--- config.mk ---
export PLATFORM = sky130hd
export DESIGN_NAME = alu_share_arbiter
export DESIGN_NICKNAME = d
export VERILOG_FILES = /design/src/rtl/alu_share_arbiter.sv
export SDC_FILE = /design/constraint.sdc
export NUM_CORES = 1
export LEC_CHECK = 0
export BUFFER_PORTS_ARGS = -buffer_cell sky130_fd_sc_hd__buf_2
export CORE_AREA = 8 8 116 118
export DETAILED_ROUTE_END_ITERATION = 12
export DIE_AREA = 0 0 124 126
export HOLD_SLACK_MARGIN = 0.02
export PLACE_DENSITY = 0.82
export RECOVER_POWER = 50
export SETUP_SLACK_MARGIN = 0.1
export SYNTH_ARGS = -nofsm -noshare
export SYNTH_HDL_FRONTEND = slang
export SYNTH_SLANG_ARGS = --single-unit
export TNS_END_PERCENT = 1
--- constraint.sdc ---
create_clock -name clk -period 1.7 [get_ports clk]
set_clock_uncertainty 0.1 [all_clocks]
set_input_delay 0.34 -clock clk [delete_from_list [all_inputs] [get_ports clk]]
set_output_delay 0.34 -clock clk [all_outputs]
set_load 0.01 [all_outputs]
--- src/rtl/alu_share_arbiter.sv ---
// Round-robin arbiter that shares one combinational ALU between NREQ requesters.
// The winner's opcode and operands are registered toward the ALU, the result is
// captured one cycle later and returned with the requester ID on a valid/ready
// response channel.
module alu_share_arbiter #(
   parameter int NREQ = 2,
   parameter int IDW  = 2
) (
   input  logic                 clk,
   input  logic                 rst,
   input  logic [NREQ-1:0]      req_valid,
   output logic [NREQ-1:0]      req_ready,
   input  logic [6*NREQ-1:0]    req_op,
   input  logic [32*NREQ-1:0]   req_a,
   input  logic [32*NREQ-1:0]   req_b,
   output logic [5:0]           alu_op,
   output logic [31:0]          alu_a,
   output logic [31:0]          alu_b,
   input  logic [31:0]          alu_out,
   input  logic                 alu_zero,
   output logic                 rsp_valid,
   input  logic                 rsp_ready,
   output logic [IDW-1:0]       rsp_id,
   output logic [31:0]          rsp_data,
   output logic                 rsp_zero
);

   typedef enum logic [1:0] {
      IDLE = 2'd0,
      EXEC = 2'd1,
      RESP = 2'd2
   } state_e;

   state_e          state_q, state_d;
   logic [IDW-1:0]  last_grant_q, last_grant_d;
   logic [IDW-1:0]  grant_id_q, grant_id_d;
   logic [5:0]      alu_op_q, alu_op_d;
   logic [31:0]     alu_a_q, alu_a_d;
   logic [31:0]     alu_b_q, alu_b_d;
   logic            rsp_valid_q, rsp_valid_d;
   logic [IDW-1:0]  rsp_id_q, rsp_id_d;
   logic [31:0]     rsp_data_q, rsp_data_d;
   logic            rsp_zero_q, rsp_zero_d;

   logic            arb_allowed;
   logic            grant_found;
   logic [IDW-1:0]  grant_idx;
   logic            accept;
   logic [5:0]      win_op;
   logic [31:0]     win_a;
   logic [31:0]     win_b;

   // Round-robin search starting one past the last grant; drives the one-hot ready.
   always_comb begin
      // NOTE: every variable gets a default before any branch, otherwise a path
      // that skips an assignment infers a latch.
      arb_allowed = !rst && ((state_q == IDLE) || ((state_q == RESP) && rsp_ready));
      grant_found = 1'b0;
      grant_idx   = '0;
      for (int k = 1; k <= NREQ; k++) begin
         for (int i = 0; i < NREQ; i++) begin
            if (!grant_found && req_valid[i] && (i == (int'(last_grant_q) + k) % NREQ)) begin
               grant_found = 1'b1;
               grant_idx   = IDW'(i);
            end
         end
      end
      accept    = arb_allowed && grant_found;
      req_ready = '0;
      for (int i = 0; i < NREQ; i++) begin
         req_ready[i] = accept && (int'(grant_idx) == i);
      end
   end

   // Select the winning requester's payload from the packed request buses.
   always_comb begin
      win_op = '0;
      win_a  = '0;
      win_b  = '0;
      for (int i = 0; i < NREQ; i++) begin
         if (int'(grant_idx) == i) begin
            win_op = req_op[6*i +: 6];
            win_a  = req_a[32*i +: 32];
            win_b  = req_b[32*i +: 32];
         end
      end
   end

   // Next-state logic: accept into EXEC, capture result into RESP, drain on rsp_ready.
   always_comb begin
      state_d      = state_q;
      last_grant_d = last_grant_q;
      grant_id_d   = grant_id_q;
      alu_op_d     = alu_op_q;
      alu_a_d      = alu_a_q;
      alu_b_d      = alu_b_q;
      rsp_valid_d  = rsp_valid_q;
      rsp_id_d     = rsp_id_q;
      rsp_data_d   = rsp_data_q;
      rsp_zero_d   = rsp_zero_q;

      // ALU inputs only move on an accept so the shared ALU stays quiet when idle.
      if (accept) begin
         alu_op_d     = win_op;
         alu_a_d      = win_a;
         alu_b_d      = win_b;
         grant_id_d   = grant_idx;
         last_grant_d = grant_idx;
      end

      case (state_q)
         IDLE: begin
            if (accept) state_d = EXEC;
         end
         EXEC: begin
            rsp_data_d  = alu_out;
            rsp_zero_d  = alu_zero;
            rsp_id_d    = grant_id_q;
            rsp_valid_d = 1'b1;
            state_d     = RESP;
         end
         RESP: begin
            if (rsp_ready) begin
               rsp_valid_d = 1'b0;
               state_d     = accept ? EXEC : IDLE;
            end
         end
         default: state_d = IDLE;
      endcase
   end

   // State register with synchronous reset; reset drops any in-flight transaction.
   always_ff @(posedge clk) begin
      // NOTE: sequential state uses non-blocking assignments so every flop
      // samples its pre-edge value regardless of statement order.
      if (rst) begin
         state_q      <= IDLE;
         last_grant_q <= IDW'(NREQ - 1);
         grant_id_q   <= '0;
         alu_op_q     <= '0;
         alu_a_q      <= '0;
         alu_b_q      <= '0;
         rsp_valid_q  <= 1'b0;
         rsp_id_q     <= '0;
         rsp_data_q   <= '0;
         rsp_zero_q   <= 1'b0;
      end else begin
         state_q      <= state_d;
         last_grant_q <= last_grant_d;
         grant_id_q   <= grant_id_d;
         alu_op_q     <= alu_op_d;
         alu_a_q      <= alu_a_d;
         alu_b_q      <= alu_b_d;
         rsp_valid_q  <= rsp_valid_d;
         rsp_id_q     <= rsp_id_d;
         rsp_data_q   <= rsp_data_d;
         rsp_zero_q   <= rsp_zero_d;
      end
   end

   assign alu_op    = alu_op_q;
   assign alu_a     = alu_a_q;
   assign alu_b     = alu_b_q;
   assign rsp_valid = rsp_valid_q;
   assign rsp_id    = rsp_id_q;
   assign rsp_data  = rsp_data_q;
   assign rsp_zero  = rsp_zero_q;

endmodule

# --- Yosys cells after proc, flatten, opt, wreduce, memory -nomap -nowiden ---
# Index checks and enable logic that the tools add are counted.
word_totals:
  register_bits: 111
  input_bits: 178
  output_inout_bits: 108
  wordCells: 64
op_classes:
  addsub: 2
  eq_ne: 7
  mux: 19
  n_bitwise: 2
  reduce_logical: 24
ops:
  columns: ["operator", "n"]
  rows:
  - ["$mux W32", 4]
  - ["$logic_not A32 Y1", 2]
  - ["$logic_and A1 B1 Y1", 12]
  - ["$mux W6", 2]
  - ["$mux W2", 4]
  - ["$mux W1", 7]
  - ["$pmux W2 S3", 1]
  - ["$eq A2 B2 Y1 const A", 2]
  - ["$eq A2 B2 Y1 const B", 2]
  - ["$logic_not A1 Y1", 4]
  - ["$logic_not A2 Y1", 2]
  - ["$ne A2 B2 Y1 const B", 2]
  - ["$reduce_and A2 Y1", 2]
  - ["$add A1 B1 Y1 const B", 2]
  - ["$and A1 B1 Y1 const A", 2]
  - ["$eq A2 B1 Y1 const B", 1]
  - ["$pmux W1 S2", 1]
  - ["$reduce_bool A2 Y1", 1]
  - ["$logic_or A1 B1 Y1", 1]

# --- Logic depth before layout (Yosys ltp) ---
logic_depth:
  word_depth: 21
  ltp_mapped: 6
  ltp_nobuf: 3

# --- Worst setup path after synthesis ---
# No wires, ideal clock.
synth_timing:
  path_kind: "input -> output"
  startpoint: "in req_valid[1]"
  endpoint: "out req_ready[0]"
  arrival_ns: 1.019
  required_ns: 1.260
  setup_slack_ns: 0.241
  stages: 4
  path_buffers: 2
  cell_sequence: "nor2b_1 buf_4 buf_2 nor3_1"
synth_via:
  elab_chain_cells: 13
  elab_cells_between_ends: 17
  cone_classes: "mux (6); reduce/logical (11)"
synth_lines:
  columns: ["item", "line", "text"]
  rows:
  - ["start, declared", "11", "input logic [NREQ-1:0] req_valid,"]
  - ["$logic_and A1 B1 Y1 (2 in a row)", "62", "if (!grant_found && req_valid[i] && (i == (int'(last_grant_q) + k) % NREQ)) begin"]
  - ["$mux W1", "62", null]
  - ["$logic_not A1 Y1", "62", null]
  - ["$logic_and A1 B1 Y1 (2 in a row)", "62", null]
  - ["$mux W1", "62", null]
  - ["$logic_not A1 Y1", "62", null]
  - ["$logic_and A1 B1 Y1 (2 in a row)", "62", null]
  - ["$mux W2 or $mux W1 (tied branches)", "62", null]
  - ["$logic_not A2 Y1 or $logic_and A1 B1 Y1 (tied branches)", "71, 68", null]
  - ["$logic_and A1 B1 Y1 *", "71", "req_ready[i] = accept && (int'(grant_idx) == i);"]
  - ["end, declared", "12", "output logic [NREQ-1:0] req_ready,"]
# Every way passes the cells marked *; elsewhere a longest branch is shown, timed or not.

# --- Worst setup path after layout ---
layout_timing:
  startpoint: "reg last_grant_q[0]"
  endpoint: "out req_ready[1]"
layout_via:
  elab_chain_cells: 19
  elab_cells_between_ends: 28
  cone_classes: "add/sub (2); eq/ne (3); mux (7); bitwise (2); reduce/logical (14)"
layout_lines:
  columns: ["item", "line", "text"]
  rows:
  - ["start, declared", "35", "logic [IDW-1:0] last_grant_q, last_grant_d;"]
  - ["start signal, assigned", "138", "last_grant_q <= IDW'(NREQ - 1);"]
  - ["start signal, assigned", "149", "last_grant_q <= last_grant_d;"]
  - ["$add A1 B1 Y1", "62", null]
  - ["$and A1 B1 Y1 (no line)", null, null]
  - ["$logic_not A32 Y1", "62", null]
  - ["$logic_and A1 B1 Y1", "62", null]
  - ["$mux W1", "62", null]
  - ["$logic_not A1 Y1", "62", null]
  - ["$logic_and A1 B1 Y1 (2 in a row)", "62", null]
  - ["$mux W1", "62", null]
  - ["$logic_not A1 Y1", "62", null]
  - ["$logic_and A1 B1 Y1 (2 in a row)", "62", null]
  - ["$mux W1", "62", null]
  - ["$logic_not A1 Y1", "62", null]
  - ["$logic_and A1 B1 Y1 (2 in a row)", "62", null]
  - ["$mux W2 or $mux W1 (tied branches)", "62", null]
  - ["$eq A2 B2 Y1 or $logic_and A1 B1 Y1 (tied branches)", "71, 68", null]
  - ["$logic_and A1 B1 Y1 *", "71", null]
# Marks and branches as above.

==> qor.txt <==
Synth Flop Type - dfxtp_1
final worst slack - 0.104 ns
dpl ws - 0.151 ns
WP buf/inv - 1
Tcrit/Tclk final - 93.9%
Ports - 286
DR iter-0 viols - 293
syn_nets - 683
startpoint types - flop
hold path cells - 3
top post-synthesis cells by area - dfxtp_1, a221oi_2, o32ai_1, inv_1, nand2_1
Die Ht - 126 um
HPWL Detailed - 11.4 mm
Vias/cell - 5.32
top cell type's share of synthesized area - 42.6%
r2r worst-path depth - 5
DR DRC count - 0
largest net degree at the start of global routing - 109
Post-Layout Cell Count - 913
FF+latch count, synth - 109
Syn Area/Cell - 10.1 sq um
first-pass GRT wire length - 23.9 mm
yosys warns - 0
HP Class - in2reg
clk buf depth - 2
Pins Over Slew Limit - 0
commonest non-fill, non-tap cell in the layout - buf_2
minimum clock period after layout - 1.60 ns
first drt pass iteration count - 5
CP peak stage delay - 0.36 ns
CP top delay family - flip-flops
EDFF count, synth - 0
initial antenna violation count - 0
Yosys cell types - 29
Max Freq - 627 MHz
post-layout util - 57.9%
Final GP Congestion - 0.744
WP data required - 1.26 ns
Crit-path slowest cell - dfxtp_4
hold_buf cts - 0
slew margin rel. - 57.3%
RSZ-0062 raised after global routing - yes
Die W - 124 um
routed wire length per instance - 17.5 um
vias in the first global route - 4,662
I/O Buffers - 284
GR Overflow Total - 0
Core Region - 11,700 sq um
status - completed
Initial Util - 43.8%
Pleak - 0.00262 uW
WL final - 16.0 mm
Die ar. - 15,600 sq um
Power Density - 941 nW/um^2
Max Fanout on Critical Path - 3
Hold Vio Cnt, Final - 0
Crit. End Element - primary output
Sink Count - 109
clock root buffer - clkbuf_16
Hold Crit Start - alu_zero
leading area contributor after synthesis - dfxtp_1
Clock Pin Slew Worst Setup and Hold Paths - 0.07 ns
Worst VDD drop - 0.596 mV
Vias - 4,855
commonest cells after routing, fill and taps aside - buf_2, dfxtp_1, clkbuf_1
H-tree depth reported by CTS - 3
Total GRT Usage - 19.1%
Post-DRT Antenna Nets - 0
Max Cap Viol - 0
cell area after synthesis - 5120 sq um
crit-path cells - a21bo_4 -> nor2_2 -> buf_4
area delta synth->final - 32.3%
reg2reg start - state_q[1]$_SDFFE_PP0P_
setup violators final - 0
Worst Path Arrival - 1.16 ns
Clock Latency Late Sink - 0.33 ns
NumNets Final - 940
setup TNS - 0 ns
# rows - 40
Slew @ Worst Pin - 0.641 ns
layout cells sized above 1 - 38.4%
FFs w/ async S/R, synth - 0%
# fillers - 1,071
reg2reg setup slack - 0.17 ns
Setup Crit Path Kind - reg2out
TritonCTS clock tree - built
cell count after synthesis - 505
Post-Place Cells - 892
cts bufs inserted - 9
Hold Crit Endpoint - rsp_zero$_SDFFE_PP0P_
Seq/Total Area, Yosys - 42.6%
Reg-to-Reg End - alu_a[28]$_SDFFE_PP0N_
## stage by stage
stage	cell area, sq um	total power [uW]	hold WS (ns)
floorplan	5120	3870	0.332
finish	6780	6370	0.131
CTS	6900	6480	0.113
global placement	6560	4400	0.338
detailed placement	6560	4430	0.343
global route	6780	6670	0.119
## tightest hold or removal path, cell delays in order
cell	delay, ns
buf_2	0.10
nand2_1	0.04
a21oi_1	0.05
## registers in the layout (all words and copies together) (netlist names)
name,cells
rsp_id,1
alu_op,6
rsp_zero,1
rsp_data,32
rsp_valid,1
grant_id_q,1
last_grant_q,1
state_q,2
alu_a,32
alu_b,32
## power breakdown
part | internal, uW | switching (uW) | leakage, uW | total [uW]
registers | 2770 | 106 | 0.000898 | 2870
clock network | 1170 | 876 | 0.000139 | 2040
logic | 631 | 828 | 0.00158 | 1460
total | 4560 | 1810 | 0.00262 | 6370
## final cells by class
type	instances	area [sq um]	area share [%]
diodes	1	2.50	0.0369
clock buffers	12	246	3.64
clock inverters	2	35.0	0.517
inverters	74	278	4.10
multi-input cells	263	2270	33.5
flip-flops and latches	109	2190	32.3
well taps	147	184	2.71
repair buffers	305	1580	23.2
## worst max path at each step
stage	from	end	slack, ns	cells after the start
5_1_grt	state_q[0]$_SDFFE_PP0P_	req_ready[0]	0.02	4
3_5_place_dp	req_valid[0]	alu_a[12]$_SDFFE_PP0N_	0.15	5
6_report	last_grant_q[0]$_SDFFE_PP1N_	req_ready[1]	0.10	3
2_1_floorplan	req_valid[1]	req_ready[0]	0.24	4
3_3_place_gp	req_valid[0]	alu_a[12]$_SDFFE_PP0N_	0.14	5
4_1_cts	state_q[0]$_SDFFE_PP0P_	req_ready[0]	0.09	4
## repair_timing
| item | in CTS | in global routing |
|---|---|---|
| pin swaps | 4 | 1 |
| buffers inserted | 5 | 1 |
| endpoints found under the setup margin | 2 | 2 |
| resized for setup | 8 | 3 |
## routing by layer
metal | up-vias | global-route usage, % | part of all wire [%]
met5 | - | 0 | 0
met4 | 0 | 7.70 | 1.9
met3 | 25 | 7.42 | 13
met2 | 235 | 32.3 | 48
met1 | 2199 | 20.7 | 37
li1 | 2396 | - | -
## kinds of logic after synthesis
group                  count (synthesis)  synth area share (%)
buffers and inverters                133                  13.6
DFF                                  109                  42.6
AOI/OAI and AO/OA                    181                  37.0
other                                  1                0.0732
and+or+nand+nor                       81                  6.79
## cells in the mapped netlist, drive strengths merged, types with 2 or more instances
library cell / number
a221oi: 70
nand2b: 2
nor2: 3
dfxtp: 109
clkbuf: 14
o32ai: 71
nand2: 69
o21ai: 2
inv: 74
buf: 45
a21oi: 35
No activity file was read; power rests on OpenSTA's default activity.
